--- src/rtl/multicycle_control_pkg.sv ---
// Shared encodings for the multicycle main control FSM and the downstream ALU control decoder.
// Holds opcodes, alu_op codes, mux-select encodings, the state enumeration and the control bundle.
package multicycle_control_pkg;

    localparam logic [3:0] OP_RTYPE = 4'b0000;
    localparam logic [3:0] OP_ADDI  = 4'b0001;
    localparam logic [3:0] OP_ANDI  = 4'b0010;
    localparam logic [3:0] OP_ORI   = 4'b0011;
    localparam logic [3:0] OP_NORI  = 4'b0100;
    localparam logic [3:0] OP_SLTI  = 4'b0101;
    localparam logic [3:0] OP_LW    = 4'b0110;
    localparam logic [3:0] OP_SW    = 4'b0111;
    localparam logic [3:0] OP_BEQ   = 4'b1000;
    localparam logic [3:0] OP_BNE   = 4'b1001;
    localparam logic [3:0] OP_J     = 4'b1010;

    localparam logic [2:0] ALU_ADD   = 3'b000;
    localparam logic [2:0] ALU_SUB   = 3'b001;
    localparam logic [2:0] ALU_RTYPE = 3'b011;
    localparam logic [2:0] ALU_AND   = 3'b100;
    localparam logic [2:0] ALU_OR    = 3'b101;
    localparam logic [2:0] ALU_SLT   = 3'b110;
    localparam logic [2:0] ALU_NOR   = 3'b111;

    localparam logic [1:0] SRCB_RT     = 2'b00;
    localparam logic [1:0] SRCB_ONE    = 2'b01;
    localparam logic [1:0] SRCB_IMM    = 2'b10;
    localparam logic [1:0] SRCB_BRANCH = 2'b11;

    localparam logic [1:0] PCSRC_ALU    = 2'b00;
    localparam logic [1:0] PCSRC_ALUOUT = 2'b01;
    localparam logic [1:0] PCSRC_JUMP   = 2'b10;

    typedef enum logic [3:0] {
        S_FETCH    = 4'd0,
        S_DECODE   = 4'd1,
        S_EXEC_R   = 4'd2,
        S_EXEC_I   = 4'd3,
        S_ALU_WB   = 4'd4,
        S_MEM_ADDR = 4'd5,
        S_MEM_RD   = 4'd6,
        S_MEM_WB   = 4'd7,
        S_MEM_WR   = 4'd8,
        S_BRANCH   = 4'd9,
        S_JUMP     = 4'd10,
        S_ILLEGAL  = 4'd11
    } state_e;

    typedef struct packed {
        logic       pc_write;
        logic       ir_write;
        logic       mem_read;
        logic       mem_write;
        logic       reg_write;
        logic       reg_dst;
        logic       mem_to_reg;
        logic       alu_src_a;
        logic [1:0] alu_src_b;
        logic [1:0] pc_source;
        logic [2:0] alu_op;
        logic       instr_done;
        logic       illegal_op;
    } ctrl_t;

    function automatic state_e decode_next(input logic [3:0] op);
        case (op)
            OP_RTYPE:                                  return S_EXEC_R;
            OP_ADDI, OP_ANDI, OP_ORI, OP_NORI, OP_SLTI: return S_EXEC_I;
            OP_LW, OP_SW:                              return S_MEM_ADDR;
            OP_BEQ, OP_BNE:                            return S_BRANCH;
            OP_J:                                      return S_JUMP;
            default:                                   return S_ILLEGAL;
        endcase
    endfunction

    function automatic logic [2:0] imm_alu_op(input logic [3:0] op);
        case (op)
            OP_ANDI: return ALU_AND;
            OP_ORI:  return ALU_OR;
            OP_NORI: return ALU_NOR;
            OP_SLTI: return ALU_SLT;
            default: return ALU_ADD;
        endcase
    endfunction

endpackage

--- src/rtl/multicycle_control_if.sv ---
// Control/handshake bundle between the main control FSM (master) and the datapath (slave).
interface multicycle_control_if #(
    parameter int CNT_W = 16
);
    logic [3:0]       opcode;
    logic             zero;
    logic             mem_ready;
    logic             pc_write;
    logic             ir_write;
    logic             mem_read;
    logic             mem_write;
    logic             reg_write;
    logic             reg_dst;
    logic             mem_to_reg;
    logic             alu_src_a;
    logic [1:0]       alu_src_b;
    logic [1:0]       pc_source;
    logic [2:0]       alu_op;
    logic             instr_done;
    logic             illegal_op;
    logic [CNT_W-1:0] retired_count;
    logic [3:0]       state;

    modport master (
        input  opcode, zero, mem_ready,
        output pc_write, ir_write, mem_read, mem_write, reg_write, reg_dst,
               mem_to_reg, alu_src_a, alu_src_b, pc_source, alu_op,
               instr_done, illegal_op, retired_count, state
    );

    modport slave (
        output opcode, zero, mem_ready,
        input  pc_write, ir_write, mem_read, mem_write, reg_write, reg_dst,
               mem_to_reg, alu_src_a, alu_src_b, pc_source, alu_op,
               instr_done, illegal_op, retired_count, state
    );

endinterface

--- src/rtl/multicycle_control.sv ---
// Multicycle main control FSM: Moore control outputs per state, memory stalls on mem_ready,
// opcode captured in DECODE, and a wrapping retired-instruction counter.
module multicycle_control
    import multicycle_control_pkg::*;
#(
    parameter int CNT_W = 16
) (
    input  logic                 clk,
    input  logic                 reset,
    multicycle_control_if.master bus
);

    state_e           state_q, state_d;
    logic [3:0]       opcode_q, opcode_d;
    logic [CNT_W-1:0] cnt_q, cnt_d;
    ctrl_t            ctrl;
    ctrl_t            ctrl_out;

    // NOTE: sequential state uses <= so every flop samples pre-edge values regardless of block order.
    always_ff @(posedge clk) begin
        if (reset) begin
            state_q  <= S_FETCH;
            opcode_q <= OP_RTYPE;
            cnt_q    <= '0;
        end else begin
            state_q  <= state_d;
            opcode_q <= opcode_d;
            cnt_q    <= cnt_d;
        end
    end

    // NOTE: every output of this block is defaulted first, so no path can infer a latch.
    always_comb begin
        state_d  = state_q;
        opcode_d = opcode_q;
        ctrl     = '0;

        case (state_q)
            S_FETCH: begin
                ctrl.mem_read  = 1'b1;
                ctrl.alu_src_b = SRCB_ONE;
                ctrl.alu_op    = ALU_ADD;
                ctrl.pc_source = PCSRC_ALU;
                ctrl.pc_write  = bus.mem_ready;
                ctrl.ir_write  = bus.mem_ready;
                if (bus.mem_ready) state_d = S_DECODE;
            end
            S_DECODE: begin
                opcode_d       = bus.opcode;
                ctrl.alu_src_b = SRCB_BRANCH;
                ctrl.alu_op    = ALU_ADD;
                state_d        = decode_next(bus.opcode);
            end
            S_EXEC_R: begin
                ctrl.alu_src_a = 1'b1;
                ctrl.alu_src_b = SRCB_RT;
                ctrl.alu_op    = ALU_RTYPE;
                state_d        = S_ALU_WB;
            end
            S_EXEC_I: begin
                ctrl.alu_src_a = 1'b1;
                ctrl.alu_src_b = SRCB_IMM;
                ctrl.alu_op    = imm_alu_op(opcode_q);
                state_d        = S_ALU_WB;
            end
            S_ALU_WB: begin
                ctrl.reg_write  = 1'b1;
                ctrl.reg_dst    = (opcode_q == OP_RTYPE);
                ctrl.instr_done = 1'b1;
                state_d         = S_FETCH;
            end
            S_MEM_ADDR: begin
                ctrl.alu_src_a = 1'b1;
                ctrl.alu_src_b = SRCB_IMM;
                ctrl.alu_op    = ALU_ADD;
                state_d        = (opcode_q == OP_LW) ? S_MEM_RD : S_MEM_WR;
            end
            S_MEM_RD: begin
                ctrl.mem_read = 1'b1;
                if (bus.mem_ready) state_d = S_MEM_WB;
            end
            S_MEM_WB: begin
                ctrl.reg_write  = 1'b1;
                ctrl.mem_to_reg = 1'b1;
                ctrl.instr_done = 1'b1;
                state_d         = S_FETCH;
            end
            S_MEM_WR: begin
                ctrl.mem_write  = 1'b1;
                ctrl.instr_done = bus.mem_ready;
                if (bus.mem_ready) state_d = S_FETCH;
            end
            S_BRANCH: begin
                ctrl.alu_src_a  = 1'b1;
                ctrl.alu_src_b  = SRCB_RT;
                ctrl.alu_op     = ALU_SUB;
                ctrl.pc_source  = PCSRC_ALUOUT;
                ctrl.pc_write   = bus.zero ^ (opcode_q == OP_BNE);
                ctrl.instr_done = 1'b1;
                state_d         = S_FETCH;
            end
            S_JUMP: begin
                ctrl.pc_source  = PCSRC_JUMP;
                ctrl.pc_write   = 1'b1;
                ctrl.instr_done = 1'b1;
                state_d         = S_FETCH;
            end
            S_ILLEGAL: begin
                ctrl.illegal_op = 1'b1;
                state_d         = S_FETCH;
            end
            default: state_d = S_FETCH;
        endcase

        cnt_d = cnt_q + {{(CNT_W-1){1'b0}}, ctrl.instr_done};
    end

    // Outputs are held at zero for as long as reset is high, even before the first edge.
    always_comb begin
        ctrl_out = reset ? '0 : ctrl;
    end

    assign bus.pc_write      = ctrl_out.pc_write;
    assign bus.ir_write      = ctrl_out.ir_write;
    assign bus.mem_read      = ctrl_out.mem_read;
    assign bus.mem_write     = ctrl_out.mem_write;
    assign bus.reg_write     = ctrl_out.reg_write;
    assign bus.reg_dst       = ctrl_out.reg_dst;
    assign bus.mem_to_reg    = ctrl_out.mem_to_reg;
    assign bus.alu_src_a     = ctrl_out.alu_src_a;
    assign bus.alu_src_b     = ctrl_out.alu_src_b;
    assign bus.pc_source     = ctrl_out.pc_source;
    assign bus.alu_op        = ctrl_out.alu_op;
    assign bus.instr_done    = ctrl_out.instr_done;
    assign bus.illegal_op    = ctrl_out.illegal_op;
    assign bus.retired_count = reset ? '0 : cnt_q;
    assign bus.state         = reset ? 4'd0 : 4'(state_q);

endmodule

--- src/flat_wrapper.sv ---
// flat-port wrapper written by rule: the top's interface ports become plain ports
module multicycle_control_flat import multicycle_control_pkg::*;
#(
    parameter int CNT_W = 16
)
  (clk, reset, bus_opcode, bus_zero, bus_mem_ready, bus_pc_write, bus_ir_write, bus_mem_read, bus_mem_write, bus_reg_write, bus_reg_dst, bus_mem_to_reg, bus_alu_src_a, bus_alu_src_b, bus_pc_source, bus_alu_op, bus_instr_done, bus_illegal_op, bus_retired_count, bus_state);
  multicycle_control_if #(.CNT_W(CNT_W)) bus_i ();
  input  logic clk;
  input  logic reset;
  input wire logic [$bits(bus_i.opcode)-1:0] bus_opcode;
  input wire logic [$bits(bus_i.zero)-1:0] bus_zero;
  input wire logic [$bits(bus_i.mem_ready)-1:0] bus_mem_ready;
  output wire logic [$bits(bus_i.pc_write)-1:0] bus_pc_write;
  output wire logic [$bits(bus_i.ir_write)-1:0] bus_ir_write;
  output wire logic [$bits(bus_i.mem_read)-1:0] bus_mem_read;
  output wire logic [$bits(bus_i.mem_write)-1:0] bus_mem_write;
  output wire logic [$bits(bus_i.reg_write)-1:0] bus_reg_write;
  output wire logic [$bits(bus_i.reg_dst)-1:0] bus_reg_dst;
  output wire logic [$bits(bus_i.mem_to_reg)-1:0] bus_mem_to_reg;
  output wire logic [$bits(bus_i.alu_src_a)-1:0] bus_alu_src_a;
  output wire logic [$bits(bus_i.alu_src_b)-1:0] bus_alu_src_b;
  output wire logic [$bits(bus_i.pc_source)-1:0] bus_pc_source;
  output wire logic [$bits(bus_i.alu_op)-1:0] bus_alu_op;
  output wire logic [$bits(bus_i.instr_done)-1:0] bus_instr_done;
  output wire logic [$bits(bus_i.illegal_op)-1:0] bus_illegal_op;
  output wire logic [$bits(bus_i.retired_count)-1:0] bus_retired_count;
  output wire logic [$bits(bus_i.state)-1:0] bus_state;
  assign bus_i.opcode = bus_opcode;
  assign bus_i.zero = bus_zero;
  assign bus_i.mem_ready = bus_mem_ready;
  assign bus_pc_write = bus_i.pc_write;
  assign bus_ir_write = bus_i.ir_write;
  assign bus_mem_read = bus_i.mem_read;
  assign bus_mem_write = bus_i.mem_write;
  assign bus_reg_write = bus_i.reg_write;
  assign bus_reg_dst = bus_i.reg_dst;
  assign bus_mem_to_reg = bus_i.mem_to_reg;
  assign bus_alu_src_a = bus_i.alu_src_a;
  assign bus_alu_src_b = bus_i.alu_src_b;
  assign bus_pc_source = bus_i.pc_source;
  assign bus_alu_op = bus_i.alu_op;
  assign bus_instr_done = bus_i.instr_done;
  assign bus_illegal_op = bus_i.illegal_op;
  assign bus_retired_count = bus_i.retired_count;
  assign bus_state = bus_i.state;
  multicycle_control #(.CNT_W(CNT_W)) u_core (.clk(clk), .reset(reset), .bus(bus_i));
endmodule
--- config.mk ---
export PLATFORM = sky130hd
export DESIGN_NAME = multicycle_control_flat
export DESIGN_NICKNAME = d
export VERILOG_FILES = /design/src/rtl/multicycle_control_pkg.sv /design/src/rtl/multicycle_control_if.sv /design/src/rtl/multicycle_control.sv /design/src/flat_wrapper.sv
export SDC_FILE = /design/constraint.sdc
export NUM_CORES = 1
export LEC_CHECK = 0
export ABC_AREA = 1
export CAP_MARGIN = 40
export CORE_UTILIZATION = 36
export CTS_CLUSTER_SIZE = 40
export DETAILED_ROUTE_END_ITERATION = 10
export PLACE_DENSITY = 0.69
export SYNTH_ARGS = -nofsm -noshare
export SYNTH_HDL_FRONTEND = slang
export SYNTH_SLANG_ARGS = --single-unit
export TNS_END_PERCENT = 50
--- constraint.sdc ---
create_clock -name clk -period 1.9 [get_ports clk]
set_input_delay 0.475 -clock clk [delete_from_list [all_inputs] [get_ports clk]]
set_output_delay 0.475 -clock clk [all_outputs]
set_load 0.005 [all_outputs]
After elaboration in Yosys (flattened, before gate mapping):

Memory sizes are Yosys's and may differ from the RTL's.
Index checks and enable logic that the tools add are counted.

* register bits: 24
* bits in read-only memories: 64
* input bits: 8
* output and inout port bits: 37
* word-level logic and storage cells: 57
* memories: 1

* add/sub/neg operators: 1
* eq/ne operators: 20
* mux-type cells: 22
* bitwise operators: 1
* reduce and logical (&&, ||, !) cells: 9

Memory list
* (no name shown): words 16, bits a word 4, read ports 1, clocked after Yosys merged registers in 0, wr ports 0, RTL line multicycle_control_pkg.sv:66 `case (op)`

Operators with widths (count)
* equality test 4 x 3 -> 1 bit (second input constant): 7
* case mux 4 bit (6 select lines): 1
* equality test 4 bit (second input constant): 5
* 2-to-1 mux 4 bit: 5
* 2-to-1 mux 17 bit: 1
* adder 16 x 1 -> 16 bit: 1
* equality test 4 x 2 -> 1 bit (second input constant): 4
* 2-to-1 mux 16 bit: 1
* case mux 3 bit (4 select lines): 1
* case mux 3 bit (3 select lines): 1
* zero test 4 bit: 2
* 2-to-1 mux 1 bit: 8
* OR reduction 2 bit: 4
* OR reduction 4 bit: 2
* inequality test 2 bit (second input constant): 3
* case mux 2 bit (3 select lines): 1
* equality test 4 x 1 -> 1 bit (second input constant): 1
* case mux 2 bit (2 select lines): 1
* case mux 1 bit (3 select lines): 1
* AND reduction 3 bit: 1
* case mux 1 bit (2 select lines): 1
* XOR 1 bit: 1

Longest topological paths before layout:

Gate-level depths: netlist of run 1.

* depth after elaboration: 4
* gate-level depth with buffers: 13
* depth with buffers taken out: 13

Least setup slack after synthesis of run 1:

OpenSTA, ideal clock, no wires.

* path type: reg-to-reg
* start point: register u_core.state_q[3]
* end point: register u_core.cnt_q[14]
* library setup time: 0.118 ns
* arrival: 1.738 ns
* required time: 1.782 ns
* path slack: 0.044 ns
* stages on the path, launching flop included: 12
* buffers on the path: 0
* clock period less this slack: 1.856 ns
* cells stage by stage: dfxtp_1 nand2_1 nor2_1 nand2_1 nand3_1 ha_1 ha_1 nand2_1 nor2_1 nand3_1 nor3_1 nor2_1

* word-level cells in the longest chain between the ends: 4
* elaborated cells between the ends (all ways): 8
* classes of those cells: add/sub (1); eq/ne (5); mux (1); reduce/logical (1)

Ends and longest elaborated chain
* from (decl): RTL line multicycle_control.sv:13 `state_e state_q, state_d;`
* from (signal assigned): RTL line multicycle_control.sv:26 `state_q <= state_d;`
* equality test 4 x 3 -> 1 bit or equality test 4 bit (tied branches): RTL line multicycle_control.sv:38 `case (state_q)`
* OR reduction 4 bit (no line)
* case mux 1 bit (2 select lines) (*): RTL line multicycle_control.sv:38
* adder 16 x 1 -> 16 bit (*): RTL line multicycle_control.sv:115 `cnt_d = cnt_q + {{(CNT_W-1){1'b0}}, ctrl.instr_done};`
* to (signal assigned): RTL line multicycle_control.sv:28 `cnt_q <= cnt_d;`
* to (decl): RTL line multicycle_control.sv:15 `logic [CNT_W-1:0] cnt_q, cnt_d;`

Every way passes the cells marked *; elsewhere a longest branch is shown, timed or not.
A chain may end at the register's enable or synchronous reset.

Worst setup path after layout of run 1:

* start point: register u_core.state_q[0]
* end point: output port bus_mem_read

* word-level cells in the longest chain between the ends: 4
* elaborated cells between the ends (all ways): 5
* classes of those cells: eq/ne (1); mux (2); reduce/logical (2)

Ends and longest elaborated chain
* equality test 4 x 3 -> 1 bit or zero test 4 bit (tied branches): RTL line multicycle_control.sv:38
* OR reduction 2 bit (no line) (*)
* 2-to-1 mux 1 bit (*): RTL line multicycle_control.sv:38
* 2-to-1 mux 17 bit (*): RTL line multicycle_control.sv:120 `ctrl_out = reset ? '0 : ctrl;`
* to (decl): RTL line flat_wrapper.sv:15 `output wire logic [$bits(bus_i.mem_read)-1:0] bus_mem_read;`

Marks and branches as above.

==> results.json, run 1 <==
{
  "end_kind": "output pin",
  "drc_errors": 0,
  "portBuffers": 44,
  "initial_core_util": 0.3827,
  "post-place-cells": 392,
  "syn_area_um2": 1553,
  "cts.sinks": 24,
  "area_growth_pct": 70.02,
  "synth_edf_count": 0,
  "switching_share": 0.3726,
  "cts_buffer_depth": 2,
  "combPwrFrac": 0.464,
  "synth.avg_cell_area_um2": 5.837,
  "routed_wl_um": 4751,
  "min_period_ps": 1967,
  "synthMuxAreaShare": 0,
  "hold_violations": 0,
  "clk_pin_slew_ps": 90,
  "synth_cell_types": 25,
  "netlist_instances": 266,
  "critPathLaunchType": "register",
  "hold_class": "register to register",
  "track_usage": 0.2032,
  "dr.first_iter.drc_count": 76,
  "clockPowerShare": 0.197,
  "dr.pass1.iters": 4,
  "violations": "setup timing",
  "htreeDepth": 1,
  "setup_viol": 4,
  "r2r_end": "u_core.cnt_q[12]$_SDFF_PP0_",
  "die_h_um": 67.68,
  "ant_nets": 0,
  "worstRegToRegCells": 13,
  "place_congestion": 0.8954,
  "grt_pass1_wl_um": 7169,
  "grt_setup_unrepaired": "true",
  "worst_slew_pin_slew_ps": 273.2,
  "min_from": "u_core.cnt_q[15]$_SDFF_PP0_",
  "powerDensity_nw_per_um2": 677.7,
  "synth.area.top_cells": "dfxtp_1, nor2_1, nand2_1, inv_1, a21oi_1",
  "ys.flop_type": "dfxtp_1",
  "leakagePower_uw": 0.001366,
  "hold_end": "u_core.cnt_q[15]$_SDFF_PP0_",
  "fin_nets": 362,
  "antenna_found_initial": 0,
  "timing.final.ws_setup_ps": -67.25,
  "synthAdderAreaFrac": 0.01612,
  "filler_cell_count": 346,
  "cts_inserted_buffers": 3,
  "wl_per_cell_um": 11.85,
  "final-max-slew-violation-count": 0,
  "fmax_mhz": 508.3,
  "r2r-start": "u_core.state_q[0]$_SDFFE_PP0P_",
  "diodes": 0,
  "cap_violations": 0,
  "synthArstFlopShare": 0,
  "yosys.area_share.simple": 0.4134,
  "die_w_um": 67.68,
  "period_share": 1.035,
  "fin_tns_setup_ps": -163.6,
  "dpl_cell_area_um2": 2310,
  "syn-num-nets": 276,
  "synth_seq_area_share": 0.3094,
  "place_ws_ps": -645.1,
  "seq_power_share": 0.340,
  "reg2reg_slack_ps": 50,
  "synth_compound_area_frac": 0.1225,
  "core_area_um2": 4058,
  "die-area_um2": 4580,
  "grt_pass1_vias": 1744,
  "utilization": 0.6506,
  "grt_max_degree": 20,
  "yosysWarningCount": 0,
  "p_int_uw": 1123,
  "status": "complete, but fails checks",
  "drive_gt1_frac": 0.3789,
  "slew_headroom": 0.8172,
  "yosysTopAreaCell": "dfxtp_1",
  "root_buffer": "clkbuf_8",
  "crit_type": "register to output pin",
  "synth-xor-area-share": 0,
  "cts_tree": "built",
  "hpwlAfterDp_um": 3424,
  "design_area_um2": 2640,
  "skew_ps": 4.974,
  "synth_top_area_frac": 0.3094,
  "required_ps": 1420,
  "synth_top_family_by_area": "simple AND/OR/NAND/NOR gates",
  "vdd_ir_drop_max_uv": 417.0,
  "critPathMaxFanout": 6,
  "viasPerCell": 4.798,
  "p_sw_uw": 666.6,
  "critical_path_arrival_ps": 1490,
  "row_count": 23,
  "ys_ff_latch": 24,
  "pin_count": 45,
  "cts_hold_buf": 0,
  "clkLatencyLatePin_ps": 260,
  "grt_overflow": 0,
  "min_path_cells": 2,
  "stdcell_count": 401,
  "vias": 1924
}
==> worst max-delay path: stages, from the launching register on <==
cell and delay, ps:
dfxtp_4 380, buf_6 120, nor2_2 100, nand2_2 80
buf_4 140, buf_4 130, nand2_4 60, inv_2 40
nor2_2 60, buf_2 110
==> layout by cell type, fill, tap and decap left out, types with 2 or more instances in the layout <==
cell type        count
a21oi_1             14
a21oi_2              3
buf_2                5
buf_4               39
buf_6                3
clkbuf_2             3
clkbuf_8             4
clkdlybuf4s50_1      9
dfxtp_1             18
dfxtp_2              3
dfxtp_4              3
dlygate4sd2_1       15
dlymetal6s2s_1      10
ha_4                 2
inv_1               39
inv_2                9
nand2_1             39
nand2_2             14
nand2_4              4
nand3_1             12
nand3_2              3
nand4_1              4
nor2_1              40
nor2_2              16
nor2_4               7
nor3_1               4
nor3_2               3
o21ai_0              8
o21ai_1              4
o21ai_2              2
==> stage by stage <==
step / hold slack (ps) / total power, uW
3_3_place_gp: 444.6 / 1242
5_1_grt: 511.8 / 1901
6_report: 474.1 / 1789
2_1_floorplan: 439.1 / 913.0
3_5_place_dp: 458.0 / 1247
4_1_cts: 470.5 / 1621
==> synth_stat cells, drive strengths merged, types with 2 or more instances <==
library cell and count:
a31oi 2, nor3 7, nand3 16, ha 2
nor2 63, buf 4, inv 50, a21oi 17
o21ai 14, nand4 4, dfxtp 24, nand2 57
==> routing by layer <==
metal  part of all wire  track usage
met5                  0            0
met3              0.037      0.02703
met1               0.41       0.2447
met2               0.53       0.3663
met4              0.024      0.06383
==> layout make-up <==
type,instances,area [um2],share of cell area
sequential,24,495.5,0.1877
tap,50,62.56,0.02370
inverter,51,200.2,0.07583
clock buffer,4,55.05,0.02085
multi-input combinational,186,1082,0.4100
timing repair buffer,86,744.5,0.2820
==> power groups by stage <==
stage	sequential, uW	combinational (uW)	clock [uW]
detailed placement	601	645	0
floorplan	593	320	0
finish	608	829	352
global placement	602	640	0
CTS	597	664	360
global route	613	902	386
==> flip-flops by register name, summed over array words and instances, names as in the netlist <==
signal           flops
u_core.cnt_q        16
u_core.opcode_q      4
u_core.state_q       4
==> cell families (layout without fill, tap and decap cells) <==
| family | after synthesis | after routing |
|---|---|---|
| AND/OR/NAND/NOR | 149 | 149 |
| buffers and inverters | 56 | 141 |
| AO/OA/AOI/OAI | 35 | 35 |
| flip-flops | 24 | 24 |
| adder cells (fa/ha/maj) | 2 | 2 |
==> worst max path at each step <==
stage / start / endpoint
floorplan: u_core.state_q[3]$_SDFFE_PP0P_ / u_core.cnt_q[14]$_SDFF_PP0_
CTS: u_core.opcode_q[2]$_SDFFE_PP0P_ / bus_alu_op[2]
detailed placement: reset / bus_alu_op[2]
global route: u_core.state_q[0]$_SDFFE_PP0P_ / bus_mem_read
global placement: reset / bus_alu_op[2]
finish: u_core.state_q[0]$_SDFFE_PP0P_ / bus_mem_read
==> timing repair <==
action                                 CTS  global route
gates resized for setup                 79            68
setup endpoints to repair               48            31
endpoints found under the hold margin    0             0
buffers inserted                         1             4
pin swaps                                3            11
(Power assumes the default switching activity.)
==> run 2: changes to the inputs <==
- CORE_ASPECT_RATIO: not set -> 1.4
- CORE_UTILIZATION: 36 -> 25
- PLACE_DENSITY: 0.69 -> 0.52
==> run 2 against run 1 <==
Compared with the run above: the flow still finishes with violations (setup timing); clock skew is 1.0 ps higher; setup slack better by 34 ps; register-to-register slack worse by 60 ps; hold slack got worse by 3.2 ps; non-clock buffer count is 21 higher; global-route usage decreased by 3.1 points; die area grew 43%; final cell count is 10% higher; sequential share of layout area down 1.7 points; highest routed layer unchanged.
==> results.json, run 2 (synthesized netlist as in run 1, its figures left out) <==
{
  "critical_path_arrival_ps": 1460,
  "timing.final.ws_setup_ps": -33.68,
  "reg2reg_slack_ps": -10,
  "final_cell_mix": "buf_4, nor2_1, inv_1, nand2_1, dlygate4sd2_1",
  "fin_tns_setup_ps": -39.75,
  "cts.sinks": 24,
  "die_h_um": 95.25,
  "core_area_um2": 5904,
  "viasPerCell": 4.620,
  "p_int_uw": 1257,
  "portBuffers": 44,
  "critical-path-top-delay-family": "buffers and inverters",
  "routed_wl_um": 5450,
  "clockPowerShare": 0.178,
  "seq_power_share": 0.295,
  "critPathLaunchType": "register",
  "filler_cell_count": 604,
  "worstRegToRegCells": 14,
  "diodes": 0,
  "dr.pass1.iters": 4,
  "grt_pass1_wl_um": 8431,
  "cp.depth": 8,
  "place_ws_ps": -631.3,
  "worstPathCellList": "inv_4 -> nand2_4 -> buf_6 -> inv_4 -> o21ai_4 -> buf_4 -> a31oi_1 -> buf_2",
  "track_usage": 0.1717,
  "combPwrFrac": 0.527,
  "path_common_cell": "inv_4",
  "leakagePower_uw": 0.001412,
  "grt_overflow": 0,
  "vias": 2042,
  "cts_tree": "built",
  "required_ps": 1420,
  "status": "complete, but fails checks",
  "vdd_ir_drop_max_uv": 480.1,
  "ff_latch_area_um2": 494.2,
  "die_w_um": 68.61,
  "drc_errors": 0,
  "regMostFlops": "u_core.cnt_q",
  "violations": "setup timing",
  "htreeDepth": 1,
  "fmax_mhz": 517.1,
  "cts_inserted_buffers": 3,
  "grt_pass1_vias": 1904,
  "path_buf_inv": 5,
  "slew_headroom": 0.7393,
  "slowest_delay_ps": 370,
  "fin_nets": 383,
  "setup_viol": 2,
  "cts_buffer_depth": 2,
  "largest_register_ffs": 16,
  "hpwlAfterDp_um": 3859,
  "hold_class": "register to register",
  "wl_per_cell_um": 12.33,
  "area_growth_pct": 86.30,
  "cap_violations": 0,
  "crit_type": "register to output pin",
  "drive_gt1_frac": 0.4435,
  "row_count": 33,
  "pin_count": 45,
  "switching_share": 0.3714,
  "ant_nets": 0,
  "die-area_um2": 6535,
  "layout_commonest_cell": "buf_4",
  "dr.first_iter.drc_count": 49,
  "worst_slew_pin_slew_ps": 389.6,
  "skew_ps": 5.995,
  "end_kind": "output pin",
  "antenna_found_initial": 0,
  "period_share": 1.018,
  "hold_violations": 0,
  "min_period_ps": 1934,
  "grt_max_degree": 14,
  "root_buffer": "clkbuf_8",
  "clk_pin_slew_ps": 90,
  "grt_setup_unrepaired": "true",
  "top_regs": "u_core.cnt_q x16, u_core.opcode_q x4, u_core.state_q x4",
  "slowest_stage": "dfxtp_4",
  "p_sw_uw": 742.3,
  "initial_core_util": 0.2630,
  "multi_input_area_um2": 1144,
  "critPathMaxFanout": 4,
  "clkLatencyLatePin_ps": 270,
  "min_path_cells": 2,
  "final-max-slew-violation-count": 0,
  "place_congestion": 0.8215,
  "powerDensity_nw_per_um2": 691.0
}
==> run 2: repair_timing <==
item,CTS,global route
gates resized for setup,103,90
hold buffers,0,0
pin swaps,4,34
setup endpoints to repair,47,28
buffers inserted,5,12
cloned,1,0
==> run 2: area by class of cell <==
type                    instances  share of cell area
multi-input cells             186              0.3953
repair buffers                107              0.3136
flip-flops and latches         24              0.1708
inverters                      51             0.07093
well taps                      70             0.03028
clock buffers                   4             0.01903
==> run 2: routing by layer <==
metal	vias to the layer above	share of wire	track usage
met5	-	0	0
met4	0	0.018	0.04861
met3	9	0.031	0.01555
met2	49	0.57	0.3382
met1	941	0.38	0.1840
li1	1043	-	-
==> run 2: final timing paths <==
kind	startpoint	endpoint
hold reg to reg	u_core.cnt_q[15]$_SDFF_PP0_	u_core.cnt_q[15]$_SDFF_PP0_
hold / removal	u_core.cnt_q[15]$_SDFF_PP0_	u_core.cnt_q[15]$_SDFF_PP0_
setup reg to reg	u_core.state_q[1]$_SDFFE_PP0P_	u_core.cnt_q[12]$_SDFF_PP0_
setup / recovery	u_core.state_q[1]$_SDFFE_PP0P_	bus_instr_done
==> run 2: power by group through the flow <==
stage	clock [uW]	sequential, uW	combinational [uW]
after floorplan	0	593	320
after global placement	0	587	766
after detailed placement	0	587	759
after CTS	374	578	841
after global routing	394	596	1130
final	356	589	1050
==> run 2: tightest hold or removal path, stage by stage (launching register included) <==
cell	delay, ps
dfxtp_1	320
nand2_1	60
a21oi_1	50
==> run 2: stage by stage <==
stage,util,cells,total power [uW],area [um2],hold WS [ps]
6_report,0.4899,442,1999,2893,470.9
5_1_grt,0.4899,442,2120,2893,510.4
4_1_cts,0.4418,430,1793,2609,469.5
3_5_place_dp,0.4056,420,1345,2395,458.7
3_3_place_gp,0.4056,420,1352,2395,449.5
2_1_floorplan,-,266,913.0,1553,439.1
